File: config.mk
export PLATFORM = sky130hd
export DESIGN_NAME = ag32gbd_capture_writer
export DESIGN_NICKNAME = d
export VERILOG_FILES = /design/src/rtl/ag32gbd_capture_writer.sv
export SDC_FILE = /design/constraint.sdc
export NUM_CORES = 1
export LEC_CHECK = 0
export BUFFER_PORTS_ARGS = -buffer_cell sky130_fd_sc_hd__buf_2
export CAP_MARGIN = 20
export CORE_UTILIZATION = 45
export DETAILED_ROUTE_END_ITERATION = 16
export PLACE_DENSITY = 0.72
export SLEW_MARGIN = 20
export SYNTH_ARGS = -nofsm -noshare
export SYNTH_HDL_FRONTEND = slang
export SYNTH_SLANG_ARGS = --single-unit
File: constraint.sdc
create_clock -name sys_clock -period 5.5 [get_ports sys_clock]
set_clock_uncertainty 0.15 [all_clocks]
set_input_delay 0.275 -clock sys_clock [delete_from_list [all_inputs] [get_ports sys_clock]]
set_output_delay 0.275 -clock sys_clock [all_outputs]
set_load 0.01 [all_outputs]
File: src/rtl/ag32gbd_capture_writer.sv
// ag32gbd_capture_writer
// Writes one captured frame of 256 pixel bytes into the frame-buffer port of
// the block-RAM controller. Incoming bytes queue in a small FIFO. Each byte is
// written with a single request/done handshake at offsets 0..255. After the
// last byte, FlipBuffer toggles so that the finished buffer becomes readable.
//
// Handshakes:
//   pixel side  : a byte transfers on a rising edge where PixelValid & PixelReady.
//   buffer side : RequestWriteBuffer is held, with data and offset stable, until
//                 a one-cycle BufferWriteDataDone. The request drops on that edge
//                 and stays low for at least one cycle before the next request.
//
// Optional feature: define CAPTURE_WRITER_TIMEOUT_EN to build a request watchdog.
// The watchdog abandons a write that is not acknowledged within TIMEOUT_CYCLES
// and raises a sticky WriteError.
module ag32gbd_capture_writer #(
  parameter int FIFO_DEPTH     = 4,
  parameter int TIMEOUT_CYCLES = 64
) (
  input  logic        sys_clock,
  input  logic        reset,
  input  logic        PixelValid,
  input  logic [7:0]  PixelData,
  output logic        PixelReady,
  input  logic        FrameStart,
  output logic        RequestWriteBuffer,
  output logic [7:0]  BufferWriteData,
  output logic [9:0]  BufferWriteOffset,
  input  logic        BufferWriteDataDone,
  output logic        FlipBuffer,
  output logic        FrameDone,
  output logic [15:0] FrameCount,
  output logic [7:0]  FramesDropped,
  output logic        WriteError,
  output logic [1:0]  fsm_state
);

  localparam int AW = $clog2(FIFO_DEPTH);
  localparam logic [AW:0] DEPTH = (AW+1)'(FIFO_DEPTH);

  typedef enum logic [1:0] {
    S_IDLE = 2'd0,
    S_REQ  = 2'd1,
    S_FLIP = 2'd2
  } state_t;

  state_t        state, state_next;
  logic [7:0]    mem [FIFO_DEPTH];
  logic [AW-1:0] wr_ptr, rd_ptr, wr_idx;
  logic [AW:0]   count;
  logic [7:0]    offset;
  logic          pending;
  logic          push, pop, ack, advance, resync, flush, drop, timeout;

  assign push       = PixelValid && PixelReady;
  assign PixelReady = (count != DEPTH);
  assign fsm_state  = state;

  // A resync discards everything queued. The watchdog abort does the same.
  assign flush = resync || timeout;
  // Only a frame that has written some bytes counts as dropped.
  assign drop  = (resync && (offset != 8'd0)) || timeout;

  // State register
  always_ff @(posedge sys_clock or posedge reset) begin
    if (reset) state <= S_IDLE;
    else       state <= state_next;
  end

  // Next-state logic
  always_comb begin
    state_next = state;
    case (state)
      S_IDLE: if (pop) state_next = S_REQ;
      S_REQ: begin
        if (advance && (offset == 8'hFF)) state_next = S_FLIP;
        else if (ack || timeout)          state_next = S_IDLE;
      end
      S_FLIP:  state_next = S_IDLE;
      default: state_next = S_IDLE;
    endcase
  end

  // Per-state control strobes. In REQ, a FrameStart that is pending or arrives
  // with done replaces the offset step, so the frame restarts at offset 0.
  always_comb begin
    pop     = 1'b0;
    ack     = 1'b0;
    advance = 1'b0;
    resync  = 1'b0;
    case (state)
      S_IDLE: begin
        resync = FrameStart;
        pop    = !FrameStart && (count != '0);
      end
      S_REQ: begin
        ack     = BufferWriteDataDone;
        resync  = BufferWriteDataDone && (pending || FrameStart);
        advance = BufferWriteDataDone && !(pending || FrameStart);
      end
      S_FLIP:  resync = FrameStart;
      default: ;
    endcase
  end

  // On a flush, a byte accepted in the same cycle becomes the first entry of
  // the new frame.
  assign wr_idx = flush ? '0 : wr_ptr;

  // FIFO storage; contents need no reset because count gates every read
  always_ff @(posedge sys_clock) begin
    if (push) mem[wr_idx] <= PixelData;
  end

  // FIFO pointers and occupancy
  always_ff @(posedge sys_clock or posedge reset) begin
    if (reset) begin
      wr_ptr <= '0;
      rd_ptr <= '0;
      count  <= '0;
    end else if (flush) begin
      wr_ptr <= push ? AW'(1) : '0;
      rd_ptr <= '0;
      count  <= (AW+1)'(push);
    end else begin
      wr_ptr <= wr_ptr + AW'(push);
      rd_ptr <= rd_ptr + AW'(pop);
      count  <= count + (AW+1)'(push) - (AW+1)'(pop);
    end
  end

  // Request, frame offset, flip and statistics registers
  always_ff @(posedge sys_clock or posedge reset) begin
    if (reset) begin
      RequestWriteBuffer <= 1'b0;
      BufferWriteData    <= 8'd0;
      BufferWriteOffset  <= 10'd0;
      offset             <= 8'd0;
      pending            <= 1'b0;
      FlipBuffer         <= 1'b0;
      FrameDone          <= 1'b0;
      FrameCount         <= 16'd0;
      FramesDropped      <= 8'd0;
    end else begin
      if (pop) begin
        RequestWriteBuffer <= 1'b1;
        BufferWriteData    <= mem[rd_ptr];
        BufferWriteOffset  <= {2'b00, offset};
      end else if (ack || timeout) begin
        RequestWriteBuffer <= 1'b0;
      end
      if (flush)        offset <= 8'd0;
      else if (advance) offset <= offset + 8'd1;
      pending   <= (state == S_REQ) && (pending || FrameStart) && !ack && !timeout;
      FrameDone <= (state == S_FLIP);
      if (state == S_FLIP) begin
        FlipBuffer <= ~FlipBuffer;
        FrameCount <= FrameCount + 16'd1;
      end
      if (drop && (FramesDropped != 8'hFF)) FramesDropped <= FramesDropped + 8'd1;
    end
  end

`ifdef CAPTURE_WRITER_TIMEOUT_EN
  localparam int TW = $clog2(TIMEOUT_CYCLES) + 1;
  logic [TW-1:0] wd_count;
  logic          write_error;

  assign timeout    = (state == S_REQ) && !BufferWriteDataDone &&
                      (wd_count == TW'(TIMEOUT_CYCLES - 1));
  assign WriteError = write_error;

  // Watchdog: counts unacknowledged cycles of the current request
  always_ff @(posedge sys_clock or posedge reset) begin
    if (reset)                                                  wd_count <= '0;
    else if ((state == S_REQ) && !BufferWriteDataDone && !timeout) wd_count <= wd_count + TW'(1);
    else                                                        wd_count <= '0;
  end

  // Sticky error flag; only reset clears it
  always_ff @(posedge sys_clock or posedge reset) begin
    if (reset)        write_error <= 1'b0;
    else if (timeout) write_error <= 1'b1;
  end
`else
  assign timeout    = 1'b0;
  // Without the watchdog, REQ waits forever and no error can occur. The
  // parameter is still referenced so both builds share one interface.
  assign WriteError = 1'b0 & (TIMEOUT_CYCLES != 0);
`endif

endmodule

# Word-level counts from Yosys, hierarchy flattened
# Memories as Yosys holds them, arrays and structs flattened. A register that Yosys moved wholly into a read port is not among the register bits.
# Cells that the tools add are included.
dict set report word_totals {
  n_memories 1
  mem_bits_rw 32
  ff_bits 53
}
# name words word_bits rd rd_clocked_by_memory_dff wr line_no
set mem_list {}
lappend mem_list {mem 4 8 1 1 1 48} ;# logic [7:0] mem [FIFO_DEPTH];
dict set report op_classes {
  add_sub_neg 7
  n_eq_ne 7
  reduce_logical 20
  n_bitwise 1
  mux 19
}
# cell n
set op_table {}
lappend op_table {{adder 16 x 1 -> 16 bit, second input constant} 1}
lappend op_table {{adder 8 x 1 -> 8 bit, second input constant} 2}
lappend op_table {{2-to-1 mux 8 bit} 2}
lappend op_table {{2-to-1 mux 2 bit} 6}
lappend op_table {{logical AND 1 bit} 9}
lappend op_table {{== test 8 bit, second input constant} 1}
lappend op_table {{2-to-1 mux 1 bit} 8}
lappend op_table {{inequality test 8 bit, second input constant} 1}
lappend op_table {{nonzero test 8 bit} 1}
lappend op_table {{inequality test 3 bit, second input constant} 2}
lappend op_table {{adder 2 x 1 -> 2 bit} 2}
lappend op_table {{case mux 2 bit (2 select lines)} 1}
lappend op_table {{nonzero test 2 bit} 2}
lappend op_table {{adder 3 x 1 -> 3 bit} 1}
lappend op_table {{zero test 1 bit} 3}
lappend op_table {{2-to-1 mux 3 bit} 1}
lappend op_table {{nonzero test 3 bit} 1}
lappend op_table {{subtractor 3 x 1 -> 3 bit} 1}
lappend op_table {{== test 2 x 1 -> 1 bit, second input constant} 1}
lappend op_table {{== test 2 bit, second input constant} 1}
lappend op_table {{zero test 2 bit} 1}
lappend op_table {{inequality test 2 bit, second input constant} 1}
lappend op_table {{case mux 1 bit (2 select lines)} 1}
lappend op_table {{AND reduction 2 bit} 1}
lappend op_table {{other kinds (3)} 3}

# Longest topological paths before layout
# Gate-level depths: netlist (run 1).
dict set report logic_depth {
  ltp_word 7
  depth_mapped 11
}

# Least setup slack after synthesis (run 1)
# Ideal clock, no wire load.
dict set report synth_path {
  kind {register to register}
  start {register state[0], in the netlist fsm_state[0]}
  end {register count[2]}
  stages_incl_launch_ff 12
  t_required_ns 5.229
  setup_slack_ns 2.758
  arrival_ns 2.471
  path_cell_list {dfrtp_1 -> buf_2 -> nor4_4 -> buf_6 -> ha_1 -> inv_1 -> ha_1 -> inv_1 -> fa_1 -> xor2_1 -> xnor2_1 -> nor2_1}
}
dict set report synth_between {
  elab_chain_cells 4
  elab_cells_between_ends 8
}
# element line_no
set synth_rtl {}
lappend synth_rtl {{start: declaration} 47} ;# state_t state, state_next;
lappend synth_rtl {{start signal: assignment} 67} ;# else state <= state_next;
lappend synth_rtl {{zero test 2 bit} 91} ;# case (state)
lappend synth_rtl {{2-to-1 mux 1 bit} 91}
lappend synth_rtl {{named net pop} 53} ;# logic push, pop, ack, advance, resync, flush, drop, timeout;
lappend synth_rtl {{subtractor 3 x 1 -> 3 bit} 128} ;# count <= count + (AW+1)'(push) - (AW+1)'(pop);
lappend synth_rtl {{2-to-1 mux 3 bit} 121} ;# end else if (flush) begin
lappend synth_rtl {{end signal: assignment} 124} ;# count <= (AW+1)'(push);
lappend synth_rtl {{end signal: assignment} 128}
lappend synth_rtl {{end: declaration} 50} ;# logic [AW:0] count;
# The timed path passes the listed nets, and every way through them passes these cells.
# A chain may end at the register's enable or synchronous reset.

# Worst setup path after layout (run 1)
dict set report layout_path {
  start {register count[1]}
  end {register count[2]}
}
dict set report layout_between {
  elab_chain_cells 5
  elab_cells_between_ends 8
}
# element line_no
set layout_rtl {}
lappend layout_rtl {{inequality test 3 bit or nonzero test 3 bit (tied branches)} {56, 94}}
lappend layout_rtl {{logical AND 1 bit, on equally long branches} {55, 94}}
lappend layout_rtl {{adder 3 x 1 -> 3 bit or 2-to-1 mux 1 bit (tied branches)} {128, 91}}
lappend layout_rtl {{subtractor 3 x 1 -> 3 bit *} 128}
lappend layout_rtl {{2-to-1 mux 3 bit *} 121}
# Every way passes the cells marked *; elsewhere a longest branch is shown, timed or not.

==> flow_summary.yaml, run 1 <==
status:
  status: "finished, violations left"
  violations: "hold timing"
die:
  start_util: 0.461
  die_area_um2: 9280
  row_count: 34
  core-area_um2: 8680
  die_h_um: 96.3
  ioPinCount: 62
  die_width_um: 96.3
global_routing:
  antenna_found_initial: 0
  gr-total-overflow: 0
  grt_pass1_vias: 2379
  grt_first_pass_wirelength_mm: 11.3
  grt_usage: 0.166
  grt_max_degree: 62
cts:
  cts_buffers: 9
  cts.path.max_buffers: 2
  ctsHoldBuffers: 7
  postCtsSetupBuffers: 0
  root_buffer: "clkbuf_8"
  cts_resized: 0
  insertion_delay_ns: 0.35
  clkTransAtPathRegs_ns: 0.09
  cts_tree: "done"
  cts_sinks: 93
  htreeDepth: 3
final_layout:
  nets: 383
  drive_gt1_frac: 0.311
  finalInstanceArea_um2: 4680
  final_common_cell: "dfrtp_1"
  n_antenna_cell: 0
  syn2layout_area_growth_pct: 17.0
  final_cell_mix: "61 x dfrtp_1, 58 x buf_2, 32 x edfxtp_1"
detailed_routing:
  wl_met3_um: 321
  vias: 2475
  wire_per_inst_um: 14.6
  vias_per_cell: 5.22
  drt-pass1-iter-count: 4
  top_layer: "met4"
  wl_met2_mm: 3.39
  postRouteAntennaNets: 0
  drt-met1-wl_mm: 3.11
  drc: 0
  first_iter_violations: 98
  finalWirelength_mm: 6.92
run:
  cap_violations: 0
setup_path:
  critPathLaunchType: "flip-flop"
  critical_path_required_ns: 5.58
  path_class: "reg -> reg"
  arrival_ns: 2.77
  crit_fanout: 7
  r2r_slack_ns: 2.82
  cp-end-kind: "flip-flop"
synth:
  yosys_warnings: 0
  synthCells: 289
  synth_seq_area_share: 0.621
  yosysUniqueCellTypes: 45
  syn_area_per_cell_um2: 13.8
  synthTopCellsByArea: "dfrtp_1 38%, edfxtp_1 24%, mux2_2 5.1%, mux4_2 4.5%, xnor2_1 4.2%"
  synth-seq-cells: 93
  synth_area_um2: 4000
  synth.top_cell.area_share: 0.381
  async_flop_share: 0.656
  synth-edff-count: 32
  yosys.area.top_type: "dfrtp_1"
  synth_ff_type: "dfrtp_1"
sta:
  hold_viol: 27
  setup_viol: 0
  slew_headroom: 0.491
  slew_viol_final: 0
  fin_crit_sh: 0.488
  fmax_mhz: 373
  fin_tns_setup_ns: 0
  tightest_slew_ns: 0.763
  holdWs_ns: -0.0217
  finalCriticalPeriod_ns: 2.68
  rsz0062_at_grt: "false"
power:
  leakage_nw: 2.14
  vdd_drop_max_uv: 165
  power_density_nw_per_um2: 386
hold_path:
  hold_path.class: "in -> async"
place:
  dp_hpwl_mm: 4.68
  globalplace.congestion: 0.724
  io_buffers: 58
  dpl_cell_area_um2: 4400
[worst max-delay path: stages (launching register included)]
cell and delay [ns]:
dfrtp_1 0.44, or3b_2 0.47, nand2_1 0.21, ha_1 0.28, inv_1 0.06, ha_1 0.13
inv_1 0.05, fa_1 0.38, xor2_1 0.20, xnor2_1 0.15, nor2_1 0.06
[worst paths after layout]
path	start	to	cells past startpoint
max	count[1]	count[2]	10
min	reset	FrameCount[9]	3
max reg2reg	count[1]	count[2]	10
min reg2reg	FlipBuffer	FlipBuffer	1
max in group asynchronous	reset	BufferWriteOffset[1]	3
min in group sys_clock	BufferWriteDataDone	pending	3
[metal layers]
layer	up-vias	GRT usage
li1	1167	-
met1	1239	0.215
met2	59	0.269
met3	10	0.0348
met4	0	0.0772
met5	-	0
[through the flow]
stage | cells | utilization | power, W | setup slack (ns)
5_1_grt | 474 | 0.540 | 0.00192 | 2.68
6_report | 474 | 0.540 | 0.00181 | 2.82
3_5_place_dp | 450 | 0.507 | 0.00138 | 2.85
4_1_cts | 473 | 0.538 | 0.00184 | 2.82
2_1_floorplan | 291 | - | 0.00124 | 2.76
3_3_place_gp | 450 | 0.507 | 0.00135 | 2.98
[area by class of cell]
class	instances	area, um^2
fill	766	4000
clock buffer	10	138
multi-input combinational	174	1410
sequential	93	2490
inverter	12	45.0
tap	108	135
timing repair buffer	71	408
clock inverter	6	61.3
[sequential cells by signal, indices dropped and copies added (netlist names), 2 cells and up]
| signal | cells |
|---|---|
| mem | 32 |
| fsm_state | 2 |
| count | 3 |
| offset | 8 |
| FrameCount | 16 |
| BufferWriteOffset | 8 |
| wr_ptr | 2 |
| FramesDropped | 8 |
| rd_ptr | 2 |
| BufferWriteData | 8 |
[synthesized netlist by cell type (2+ instances only)]
master / count
edfxtp_1: 32
a21o_1: 2
and4_1: 3
or2_2: 2
a21oi_1: 4
o21ai_0: 3
nand4_1: 8
mux2i_1: 2
ha_1: 8
nor2_1: 23
nand3_1: 12
or3_1: 3
and3_1: 4
nor3_1: 4
nand2b_1: 2
buf_4: 3
xnor2_1: 19
nand2_1: 13
buf_2: 4
nor4b_1: 2
nor2b_1: 3
mux4_2: 8
nor4_1: 3
or3b_2: 2
dfrtp_1: 61
nand3b_4: 2
buf_1: 2
mux2_2: 18
inv_1: 12
xor2_1: 10
[kinds of logic (layout without fill, tap and decap cells)]
kind of cell	Yosys count	after routing	share of synthesized area
compound gates	14	14	0.0222
xor+xnor	29	29	0.0635
fa+ha+maj	9	9	0.0300
buf+inv	24	99	0.0288
flops	93	93	0.621
mux	28	28	0.101
other cells	1	3	0.000937
simple gates	91	91	0.133
[power by group]
group          leakage, nW  total, W  internal (W)  switching [W]
Combinational        0.930  0.000429      0.000224       0.000205
Clock                0.104  0.000453      0.000222       0.000231
Sequential            1.11  0.000928      0.000829      0.0000991
No activity file was read; power rests on OpenSTA's default activity.
==> run 2: changes to the inputs <==
==> constraint.sdc (replaced) <==
create_clock -name sys_clock -period 2.6 [get_ports sys_clock]
set_clock_uncertainty 0.15 [all_clocks]
set_input_delay 0.13 -clock sys_clock [delete_from_list [all_inputs] [get_ports sys_clock]]
set_output_delay 0.13 -clock sys_clock [all_outputs]
set_load 0.01 [all_outputs]
==> flow_summary.yaml, run 2 (synthesis gave the netlist of run 1 again) <==
sta:
  fmax_mhz: 399
  fin_crit_sh: 0.964
  slew_headroom: 0.485
  slew_viol_final: 0
  rsz0062_at_grt: "false"
  fin_tns_setup_ns: 0
  tightest_slew_ns: 0.772
  setup_viol: 0
  finalCriticalPeriod_ns: 2.51
  hold_viol: 0
  holdWs_ns: 0.131
cts:
  clkTransAtPathRegs_ns: 0.08
  cts.path.max_buffers: 2
  cts_sinks: 93
  cts_tree: "done"
  root_buffer: "clkbuf_8"
  cts_buffers: 9
  htreeDepth: 3
  insertion_delay_ns: 0.36
  postCtsSetupBuffers: 0
power:
  swShare: 0.303
  internal_power_w: 0.00265
  combPwrFrac: 0.263
  power_switching_w: 0.00115
  vdd_drop_max_uv: 320
  clkPwrFrac: 0.223
  leakage_nw: 2.15
  power_frac_seq: 0.514
  power_density_nw_per_um2: 800
  finalPower_w: 0.00380
detailed_routing:
  first_iter_violations: 64
  finalWirelength_mm: 7.12
  wire_per_inst_um: 14.8
  postRouteAntennaNets: 0
  drt-pass1-iter-count: 4
  vias: 2446
  vias_per_cell: 5.09
  drc: 0
final_layout:
  final_common_cell: "dfrtp_1"
  final.fill_count: 764
  syn2layout_area_growth_pct: 18.6
  finalInstanceArea_um2: 4750
  final_cell_mix: "60 x dfrtp_1, 58 x buf_2, 32 x edfxtp_1"
  stdcell_count: 481
  n_antenna_cell: 0
  largest_register_ffs: 32
  nets: 390
  drive_gt1_frac: 0.332
  regMostFlops: "mem"
  top_regs: "mem (32), FrameCount (16)"
die:
  ioPinCount: 62
  row_count: 34
  die_h_um: 96.3
  die_area_um2: 9280
  core-area_um2: 8680
  start_util: 0.461
  die_width_um: 96.3
setup_path:
  critPathLaunchType: "flip-flop"
  crit_chain: "or3b_2, nand2_1, ha_4, inv_2, ha_4, inv_2, fa_2, xor2_2, xnor2_1, nor2_1"
  cp_slowest_stage_delay_ns: 0.47
  critical_path_required_ns: 2.70
  crit_path_top_delay_cell: "or3b_2"
  crit_fanout: 4
  crit_buf_inv: 2
  cp-end-kind: "flip-flop"
  arrival_ns: 2.60
  cp_top_family: "adder cells"
  path_class: "reg -> reg"
place:
  dpl_cell_area_um2: 4470
  dp_hpwl_mm: 4.84
  io_buffers: 58
  globalplace.congestion: 0.789
  dp_cells: 455
hold_path:
  hold_path.class: "in -> reg"
global_routing:
  grt_first_pass_wirelength_mm: 11.5
  gr-total-overflow: 0
  grt_usage: 0.168
  grt_pass1_vias: 2392
  grt_max_degree: 62
  antenna_found_initial: 0
run:
  cap_violations: 0
status:
  status: "finished, final reports clean"
## run 2: changes by cell type in the layout (fill, tap and decap cells not counted), moves of 2 or more
cell,delta
clkinvlp_4,+2
ha_4,+2
buf_4,+5
dlygate4sd3_1,+2
inv_1,-2
ha_1,-2
inv_2,+2
## run 2: tightest hold or removal path, cell delays in order
cell and delay [ns]:
buf_2 0.10, nand2_1 0.12, buf_4 0.17, o21ai_0 0.07
## run 2: power groups by stage
stage	logic [W]	clock network [W]	registers, W
floorplan	0.000705	0	0.00196
global placement	0.000954	0	0.00197
detailed placement	0.00100	0	0.00199
CTS	0.00102	0.000882	0.00196
global route	0.00112	0.000935	0.00199
finish	0.00100	0.000845	0.00195
## run 2: worst paths after layout
kind,start,to,slack (ns),cells after the start
min reg2reg,FrameCount[15],FrameCount[15],0.32,1
max,count[1],count[2],0.09,10
max in group asynchronous,reset,count[1],1.38,4
max reg2reg,count[1],count[2],0.09,10
min,PixelValid,count[0],0.13,4
min in group asynchronous,reset,BufferWriteData[6],0.37,4
## run 2: timing repair
item | 4_1_cts | 5_1_grt
endpoints found under the hold margin | 96 | 0
gates resized for setup | 0 | 2
hold buffers | 10 | 0
setup endpoints to repair | 0 | 1
## run 2: stage by stage
stage	utilization	setup WS, ns
detailed placement	0.515	0.0708
global route	0.547	0.0175
finish	0.547	0.0934
floorplan	-	-0.000779
CTS	0.546	0.0415
global placement	0.515	0.197
## run 2: area by class of cell
type | count | area (um^2) | share of cell area
sequential | 93 | 2490 | 0.524
multi-input combinational | 174 | 1440 | 0.304
timing repair buffer | 78 | 465 | 0.0981
clock buffer | 11 | 141 | 0.0298
tap | 108 | 135 | 0.0285
inverter | 12 | 45.0 | 0.00949
clock inverter | 5 | 27.5 | 0.00580
## run 2: layer usage
layer / share of wire / global-route usage
met2: 0.50 / 0.280
met4: 0.013 / 0.0613
met5: 0 / 0
met1: 0.45 / 0.211
met3: 0.038 / 0.0450
